<file path="src/rtl/text_pkg.sv">
// text_pkg
// Shared definitions for the text write controller: screen geometry,
// control-character codes, controller states and the operation codes that
// select which cursor step a STEP cycle issues.
// The clear-screen command is built only when TEXT_CTRL_CLS_EN is defined;
// the CLEAR state stays in the enum so both builds share one encoding.
package text_pkg;

    localparam int COLS  = 80;
    localparam int ROWS  = 48;
    localparam int CELLS = COLS * ROWS;
    localparam logic [11:0] LAST_CELL = 12'(CELLS - 1);

    localparam logic [7:0] CH_BS    = 8'h08;
    localparam logic [7:0] CH_LF    = 8'h0A;
    localparam logic [7:0] CH_FF    = 8'h0C;
    localparam logic [7:0] CH_CR    = 8'h0D;
    localparam logic [7:0] CH_SPACE = 8'h20;
    localparam logic [7:0] CH_TILDE = 8'h7E;

    // Button indices into the pending-request vector; lower index wins.
    localparam int BTN_PS = 0;
    localparam int BTN_PT = 1;
    localparam int BTN_MS = 2;
    localparam int BTN_MT = 3;

    typedef enum logic [2:0] {
        IDLE   = 3'd0,
        WRITE  = 3'd1,
        STEP   = 3'd2,
        WAIT   = 3'd3,
        BS_CLR = 3'd4,
        CLEAR  = 3'd5
    } state_t;

    // What the current operation is; decides the STEP pulse and what
    // follows WAIT.
    typedef enum logic [2:0] {
        OP_CHAR = 3'd0,
        OP_LF   = 3'd1,
        OP_CR   = 3'd2,
        OP_BS   = 3'd3,
        OP_PS   = 3'd4,
        OP_PT   = 3'd5,
        OP_MS   = 3'd6,
        OP_MT   = 3'd7
    } op_t;

    function automatic logic [6:0] col_of(input logic [11:0] addr);
        return 7'(addr % 12'(COLS));
    endfunction

    function automatic logic is_printable(input logic [7:0] c);
        return (c >= CH_SPACE) && (c <= CH_TILDE);
    endfunction

endpackage

</file>
<file path="src/rtl/btn_pend.sv">
// btn_pend
// Rising-edge detector and pending flag for one debounced button.
// Ports:
//   clk, rst_n : clock and asynchronous active-low reset
//   btn        : debounced button level
//   clr        : step for this button is being issued this cycle
//   req        : pending request (latched flag, or an edge seen this cycle)
// The edge is visible on req in the same cycle it arrives so a button that
// rises alongside a host character is still served first. Edges arriving
// while the flag is set are absorbed.
module btn_pend (
    input  logic clk,
    input  logic rst_n,
    input  logic btn,
    input  logic clr,
    output logic req
);

    logic hist;
    logic pend;
    logic rise;

    assign rise = btn & ~hist;
    assign req  = pend | rise;

    always_ff @(posedge clk or negedge rst_n) begin
        if (!rst_n) begin
            hist <= 1'b0;
            pend <= 1'b0;
        end else begin
            hist <= btn;
            pend <= clr ? 1'b0 : (pend | rise);
        end
    end

endmodule

</file>
<file path="src/rtl/text_write_ctrl.sv">
// text_write_ctrl
// Turns host characters and cursor buttons into text-memory writes and
// single-cycle step pulses for an external cursor counter on an 80x48 screen.
// Ports:
//   clk, rst_n                : clock, asynchronous active-low reset
//   ch_valid, ch_data, ch_ready : host character handshake
//   btn_*                     : debounced button levels
//   cur_addr                  : current cursor cell from the counter
//   plus_str .. minus_tab     : step pulses to the counter
//   mem_we, mem_addr, mem_wdata : text memory write port
//   busy                      : high whenever the FSM is not in IDLE
// Handshake: a character transfers on a rising clk edge where ch_valid and
// ch_ready are both high; ch_ready is high only in IDLE with no button
// pending, and never depends on ch_valid.
// Build option: define TEXT_CTRL_CLS_EN to make FF (0x0C) clear the screen.
// Every write and pulse is decoded from the state register, so an
// asynchronous reset silences them immediately.
module text_write_ctrl
    import text_pkg::*;
(
    input  logic        clk,
    input  logic        rst_n,
    input  logic        ch_valid,
    input  logic [7:0]  ch_data,
    output logic        ch_ready,
    input  logic        btn_plus_str,
    input  logic        btn_plus_tab,
    input  logic        btn_minus_str,
    input  logic        btn_minus_tab,
    input  logic [11:0] cur_addr,
    output logic        plus_str,
    output logic        plus_tab,
    output logic        minus_str,
    output logic        minus_tab,
    output logic        mem_we,
    output logic [11:0] mem_addr,
    output logic [7:0]  mem_wdata,
    output logic        busy
);

    state_t     state, state_n;
    op_t        op, op_n;
    logic [7:0] ch_q, ch_n;
    logic       live;
    logic [3:0] req;
    logic [3:0] clr;
    logic       accept;
    logic       cur_col0;
`ifdef TEXT_CTRL_CLS_EN
    logic [11:0] clr_addr, clr_addr_n;
`endif

    btn_pend u_pend_ps (.clk(clk), .rst_n(rst_n), .btn(btn_plus_str),
                        .clr(clr[BTN_PS]), .req(req[BTN_PS]));
    btn_pend u_pend_pt (.clk(clk), .rst_n(rst_n), .btn(btn_plus_tab),
                        .clr(clr[BTN_PT]), .req(req[BTN_PT]));
    btn_pend u_pend_ms (.clk(clk), .rst_n(rst_n), .btn(btn_minus_str),
                        .clr(clr[BTN_MS]), .req(req[BTN_MS]));
    btn_pend u_pend_mt (.clk(clk), .rst_n(rst_n), .btn(btn_minus_tab),
                        .clr(clr[BTN_MT]), .req(req[BTN_MT]));

    assign cur_col0 = (col_of(cur_addr) == 7'd0);
    // live keeps ch_ready low while reset is held even though state is IDLE.
    assign ch_ready = live && (state == IDLE) && (req == 4'b0000);
    assign accept   = ch_valid && ch_ready;
    assign busy     = (state != IDLE);

    always_ff @(posedge clk or negedge rst_n) begin
        if (!rst_n) begin
            state    <= IDLE;
            op       <= OP_CHAR;
            ch_q     <= 8'h00;
            live     <= 1'b0;
`ifdef TEXT_CTRL_CLS_EN
            clr_addr <= 12'd0;
`endif
        end else begin
            state    <= state_n;
            op       <= op_n;
            ch_q     <= ch_n;
            live     <= 1'b1;
`ifdef TEXT_CTRL_CLS_EN
            clr_addr <= clr_addr_n;
`endif
        end
    end

    always_comb begin
        state_n   = state;
        op_n      = op;
        ch_n      = ch_q;
        clr       = 4'b0000;
        plus_str  = 1'b0;
        plus_tab  = 1'b0;
        minus_str = 1'b0;
        minus_tab = 1'b0;
        mem_we    = 1'b0;
        mem_addr  = 12'd0;
        mem_wdata = 8'h00;
`ifdef TEXT_CTRL_CLS_EN
        clr_addr_n = clr_addr;
`endif
        case (state)
            IDLE: begin
                // Buttons first, fixed priority; a character is taken only
                // when nothing is pending (ch_ready already encodes that).
                if (req[BTN_PS]) begin
                    op_n    = OP_PS;
                    state_n = STEP;
                end else if (req[BTN_PT]) begin
                    op_n    = OP_PT;
                    state_n = STEP;
                end else if (req[BTN_MS]) begin
                    op_n    = OP_MS;
                    state_n = STEP;
                end else if (req[BTN_MT]) begin
                    op_n    = OP_MT;
                    state_n = STEP;
                end else if (accept) begin
                    if (is_printable(ch_data)) begin
                        ch_n    = ch_data;
                        op_n    = OP_CHAR;
                        state_n = WRITE;
                    end else if (ch_data == CH_LF) begin
                        op_n    = OP_LF;
                        state_n = STEP;
                    end else if (ch_data == CH_CR) begin
                        // Already at column 0: nothing to do, stay in IDLE.
                        if (!cur_col0) begin
                            op_n    = OP_CR;
                            state_n = STEP;
                        end
                    end else if (ch_data == CH_BS) begin
                        op_n    = OP_BS;
                        state_n = STEP;
`ifdef TEXT_CTRL_CLS_EN
                    end else if (ch_data == CH_FF) begin
                        clr_addr_n = 12'd0;
                        state_n    = CLEAR;
`endif
                    end
                    // Any other code is consumed with no effect.
                end
            end

            WRITE: begin
                mem_we    = 1'b1;
                mem_addr  = cur_addr;
                mem_wdata = ch_q;
                state_n   = STEP;
            end

            STEP: begin
                case (op)
                    OP_CHAR, OP_PS:        plus_str  = 1'b1;
                    OP_LF, OP_PT:          plus_tab  = 1'b1;
                    OP_CR, OP_BS, OP_MS:   minus_str = 1'b1;
                    OP_MT:                 minus_tab = 1'b1;
                    default:               plus_str  = 1'b0;
                endcase
                clr[BTN_PS] = (op == OP_PS);
                clr[BTN_PT] = (op == OP_PT);
                clr[BTN_MS] = (op == OP_MS);
                clr[BTN_MT] = (op == OP_MT);
                state_n     = WAIT;
            end

            WAIT: begin
                // cur_addr already reflects the pulse issued in STEP.
                if ((op == OP_CR) && !cur_col0) begin
                    state_n = STEP;
                end else if (op == OP_BS) begin
                    state_n = BS_CLR;
                end else begin
                    state_n = IDLE;
                end
            end

            BS_CLR: begin
                mem_we    = 1'b1;
                mem_addr  = cur_addr;
                mem_wdata = CH_SPACE;
                state_n   = IDLE;
            end

`ifdef TEXT_CTRL_CLS_EN
            CLEAR: begin
                mem_we    = 1'b1;
                mem_addr  = clr_addr;
                mem_wdata = CH_SPACE;
                if (clr_addr == LAST_CELL) begin
                    state_n = IDLE;
                end else begin
                    clr_addr_n = clr_addr + 12'd1;
                end
            end
`endif

            default: begin
                state_n = IDLE;
            end
        endcase
    end

endmodule
</file>
<file path="config.mk">
export PLATFORM = sky130hd
export DESIGN_NAME = text_write_ctrl
export DESIGN_NICKNAME = d
export VERILOG_FILES = /design/src/rtl/text_pkg.sv /design/src/rtl/btn_pend.sv /design/src/rtl/text_write_ctrl.sv
export SDC_FILE = /design/constraint.sdc
export NUM_CORES = 1
export LEC_CHECK = 0
export ABC_AREA = 1
export CORE_MARGIN = 2
export CORE_UTILIZATION = 57
export CTS_CLUSTER_DIAMETER = 200
export DETAILED_ROUTE_END_ITERATION = 10
export DONT_BUFFER_PORTS = 1
export PLACE_DENSITY = 0.71
export SYNTH_ARGS = -nofsm -noshare
export SYNTH_HDL_FRONTEND = slang
export SYNTH_SLANG_ARGS = --single-unit
</file>
<file path="constraint.sdc">
create_clock -name clk -period 1.7 [get_ports clk]
set_input_delay 0.255 -clock clk [delete_from_list [all_inputs] [get_ports clk]]
set_output_delay 0.255 -clock clk [all_outputs]
set_load 0.05 [all_outputs]
</file>
==> results of run 1 <==
## through the flow
stage / TNS (ps) / instances / setup WS [ps]
after floorplan: -3670 / 245 / -262
after global placement: -2050 / 316 / -417
after detailed placement: -3170 / 316 / -596
after CTS: -3270 / 329 / -233
## kinds of logic after synthesis
family,count (synthesis)
AND/OR/NAND/NOR,140
buffers and inverters,50
other,1
XOR/XNOR,1
AO/OA/AOI/OAI,30
flip-flops,23
## cell usage after synthesis, types with 4 or more instances
cell type and instances:
nand3_2 4, nand3_1 15, inv_1 42, nand2_2 7, o21ai_1 6, dfrtp_1 23
nand4_1 6, nand2_4 4, inv_2 5, a21oi_1 13, nor3_1 6, nor4_1 4
nand2_1 48, nor2_1 43
## what timing repair did
| item | in CTS |
|---|---|
| endpoints found under the setup margin | 39 |
| hold endpoints to repair | 27 |
| hold buffers | 5 |
| pin swaps | 9 |
| buffers inserted | 4 |
| gates resized for setup | 34 |
==> results.toml, run 1 <==
[place]
placed_cell_area_um2 = 2120
gp_congestion = 0.900
dp_hpwl_um = 3320
numPortBuffers = 0

[logic_synthesis]
ys_ff_latch = 23
synth_warnings = 0
synth_area_leaders = "dfrtp_1, nand2_1, nor2_1, inv_1, nand3_1"
synth_compound_area_share_pct = 11.1
synthSimpleGateAreaFrac_pct = 41.3
synthAdderAreaFrac_pct = 0
synth-xor-area-share_pct = 0.538
synthMuxAreaShare_pct = 0
synth_nets = 272
syn_inst = 245
synth_seq_area_share_pct = 35.3
async_flop_share_pct = 100
yosysTopAreaCell = "dfrtp_1"
netlist_area_um2 = 1630
synth_edf_count = 0
synth_top_area_share_pct = 35.3
synth_top_family_by_area = "simple AND/OR/NAND/NOR gates"
yosysUniqueCellTypes = 28
syn_area_per_cell_um2 = 6.65
synth_top_flop_cell = "dfrtp_1"

[clock_network]
clockBufferDepth = 2
root_buffer = "clkbuf_4"
cts_made_buffers = 3
htreeDepth = 1
cts_sinks = 23

[run_status]
error = "[ERROR DPL-0038] Utilization greater than 100%, impossible to legalize"
failing_step = "global routing"
status = "did not finish"

[global_route]
grt_max_degree = 24

[die]
initial_utilization_pct = 59.6
ios = 54
rows = 19
fp.dieW_um = 57.5
die_h_um = 57.5

[sta]
worst-endpoint-pin-kind = "sequential cell input"
grt_worst_setup_endpoint = "op[2]$_DFFE_PN0P_/D"
==> run 2, diff against run 1 <==
--- a/config.mk
+++ b/config.mk
@@ -7,11 +7,10 @@
 export LEC_CHECK = 0
 export ABC_AREA = 1
 export CORE_MARGIN = 2
-export CORE_UTILIZATION = 57
-export CTS_CLUSTER_DIAMETER = 200
+export CORE_UTILIZATION = 40
 export DETAILED_ROUTE_END_ITERATION = 10
 export DONT_BUFFER_PORTS = 1
-export PLACE_DENSITY = 0.71
+export PLACE_DENSITY_LB_ADDON = 0.15
 export SYNTH_ARGS = -nofsm -noshare
 export SYNTH_HDL_FRONTEND = slang
 export SYNTH_SLANG_ARGS = --single-unit
==> constraint.sdc (replaced) <==
create_clock -name clk -period 2.2 [get_ports clk]
set_input_delay 0.33 -clock clk [delete_from_list [all_inputs] [get_ports clk]]
set_output_delay 0.33 -clock clk [all_outputs]
set_load 0.05 [all_outputs]
==> results.toml, run 2 <==
[power_and_ir_drop]
powerDensity_nw_per_um2 = 979
ir_drop_v = 0.000441
p_leak_uw = 0.00114

[clock_network]
insertion_delay_ps = 260
cts_made_buffers = 3
cts_sinks = 23
cts_tree = "done"
path_clk_slew_ps = 80
htreeDepth = 1
clockBufferDepth = 2
root_buffer = "clkbuf_8"

[final_layout]
final_common_cell = "nor2_1"
drive_gt1_share_pct = 28.6
fin_nets = 315
largest_reg_flops = 8
reg_top3 = "ch_q (8), op (3), state (3)"
regMostFlops = "ch_q"
syn2layout_area_growth_pct = 31.6
diodes = 0
stdcell_count = 337
final_cell_mix = "nor2_1, inv_1, nand2_1"

[setup_path]
cp_num_buf_inv = 1
start_kind = "input pin"
critical_path_class = "in2reg"
path_max_fanout = 5
slowest_stage = "buf_4"
reg2reg_setup_slack_ps = 370
r2r-start = "u_pend_pt.pend"
reg2reg_to = "op[2]"
cpMostUsedCell = "nand2_4"
max_stage_delay_ps = 180
worst_ep_arrival_time_ps = 2200
end_kind = "register"
cp_cell_sequence = "a21o_1, nand2_2, nand3_2, nand2_2, nand2_2, nand2_2, nand2_4, nand2_4, nand2_4, nand3_4, nand2_4, nand2_4, nand2_4, nand3_2, nand2_1, nor2_1, nand4_1, buf_4, a31oi_1, nor2_1"
r2r_cells = 10
worstPathRequired_ps = 2360
critical-path-top-delay-family = "simple AND/OR/NAND/NOR gates"

[sta]
post-route-min-period_ps = 2050
finalClockSkew_ps = 3.18
period_share_pct = 93.1
holdWs_ps = 91.4
tns_ps = 0
slew_headroom_pct = 31.1
final_max_slew_viol_count = 0
setup_viol = 0
max_freq_mhz = 488
worst_slew_pin_slew_ps = 1030
hold_viol = 0

[logic_synthesis]
synth_nets = 272
ys_ff_latch = 23
synth_area_leaders = "dfrtp_1, nand2_1, nor2_1, inv_1, nand3_1"
netlist_area_um2 = 1630
synth_compound_area_share_pct = 11.1
syn_inst = 245
yosysTopAreaCell = "dfrtp_1"
synth_seq_area_share_pct = 35.3
synth_warnings = 0
synth_top_area_share_pct = 35.3
syn_area_per_cell_um2 = 6.65
synth-xor-area-share_pct = 0.538
yosysMostFrequentCell = "nand2_1"
synth_top_flop_cell = "dfrtp_1"
yosysUniqueCellTypes = 28
synthAdderAreaFrac_pct = 0
async_flop_share_pct = 100
synth_top_family_by_area = "simple AND/OR/NAND/NOR gates"
synthMuxAreaShare_pct = 0
synthSimpleGateAreaFrac_pct = 41.3
synth_edf_count = 0
ys_top_cells_by_count = "nand2_1, nor2_1, inv_1"

[route]
drt_iter0_drc = 90
wl_um = 3810
drt-wirelength-per-cell_um = 11.3
firstDrtPassIters = 4
vias_per_cell = 4.92
drc = 0
ant_nets = 0
vias = 1657

[place]
dp_hpwl_um = 2950
gp_congestion = 0.859
numPortBuffers = 0
place_inst = 328

[die]
core_area_um2 = 3970
die_h_um = 67.8
initial_utilization_pct = 41.0
ios = 54
die_area_um2 = 4600
rows = 23
fp.dieW_um = 67.8

[min_path]
hold_class = "in2reg"
hold_depth = 0
whs_endpoint = "u_pend_ps.hist"
min_from = "btn_plus_str"

[global_route]
grt_pass1_wl_um = 6020
grt_pass1_vias = 1483
grt_max_degree = 24
grt_usage_pct = 16.7
grt_overflow = 0
antenna_found_initial = 0

[job]
cap_violations = 0

[run_status]
status = "finished, final reports clean"
run 2: cell counts after synthesis:
Identical to the previous run, type by type.
run 2: worst max path at each step:
stage / end / from / depth (start not counted) / slack, ps
floorplan: ch_q[5] / btn_minus_tab / 9 / 80
global placement: op[0] / cur_addr[9] / 22 / -40
detailed placement: op[2] / cur_addr[10] / 25 / -100
CTS: op[0] / cur_addr[10] / 25 / 160
global route: state[1] / cur_addr[10] / 22 / -20
finish: state[1] / cur_addr[10] / 20 / 150
run 2: area by class of cell:
class | instances | area [µm²]
Tap cell | 50 | 62.6
Inverter | 48 | 193
Timing Repair Buffer | 40 | 303
Multi-Input combinational cell | 172 | 965
Fill cell | 396 | 1830
Clock buffer | 4 | 45.0
Sequential cell | 23 | 576
run 2: cells by family after synthesis:
family,after synthesis
AO/OA/AOI/OAI,30
buffers and inverters,50
XOR/XNOR,1
AND/OR/NAND/NOR,140
flip-flops,23
other,1
run 2: timing repair:
item                                    in CTS  in global routing
resized for setup                            0                 28
buffers inserted                             0                  4
hold endpoints to repair                    23                  0
endpoints found under the setup margin       0                  5
hold buffers                                 1                  0
run 2: power by group:
part	total (µW)	internal, µW	switching [µW]
sequential	567	504	64.0
clock	259	129	130
combinational	1270	385	886
run 2: routing by layer:
| metal | part of all wire, % | routed length [µm] | vias up | track usage (%) |
|---|---|---|---|---|
| met3 | 6.2 | 235 | 4 | 2.80 |
| li1 | - | - | 861 | - |
| met4 | 0.53 | 20 | 0 | 3.00 |
| met2 | 48 | 1830 | 43 | 29.0 |
| met5 | 0 | 0 | - | 0 |
| met1 | 45 | 1720 | 749 | 22.0 |
run 2: per-stage QoR:
step           util, %  setup slack, ps  total power (µW)  instance area (µm²)
2_1_floorplan        -             79.8              1450                 1640
5_1_grt           54.0            -21.9              2230                 2140
6_report          54.0              151              2100                 2140
3_5_place_dp      49.3            -96.6              1790                 1960
4_1_cts           50.7              159              2060                 2010
3_3_place_gp      49.3            -42.3              1780                 1960
Note: power is estimated with default switching activity, not from simulation.
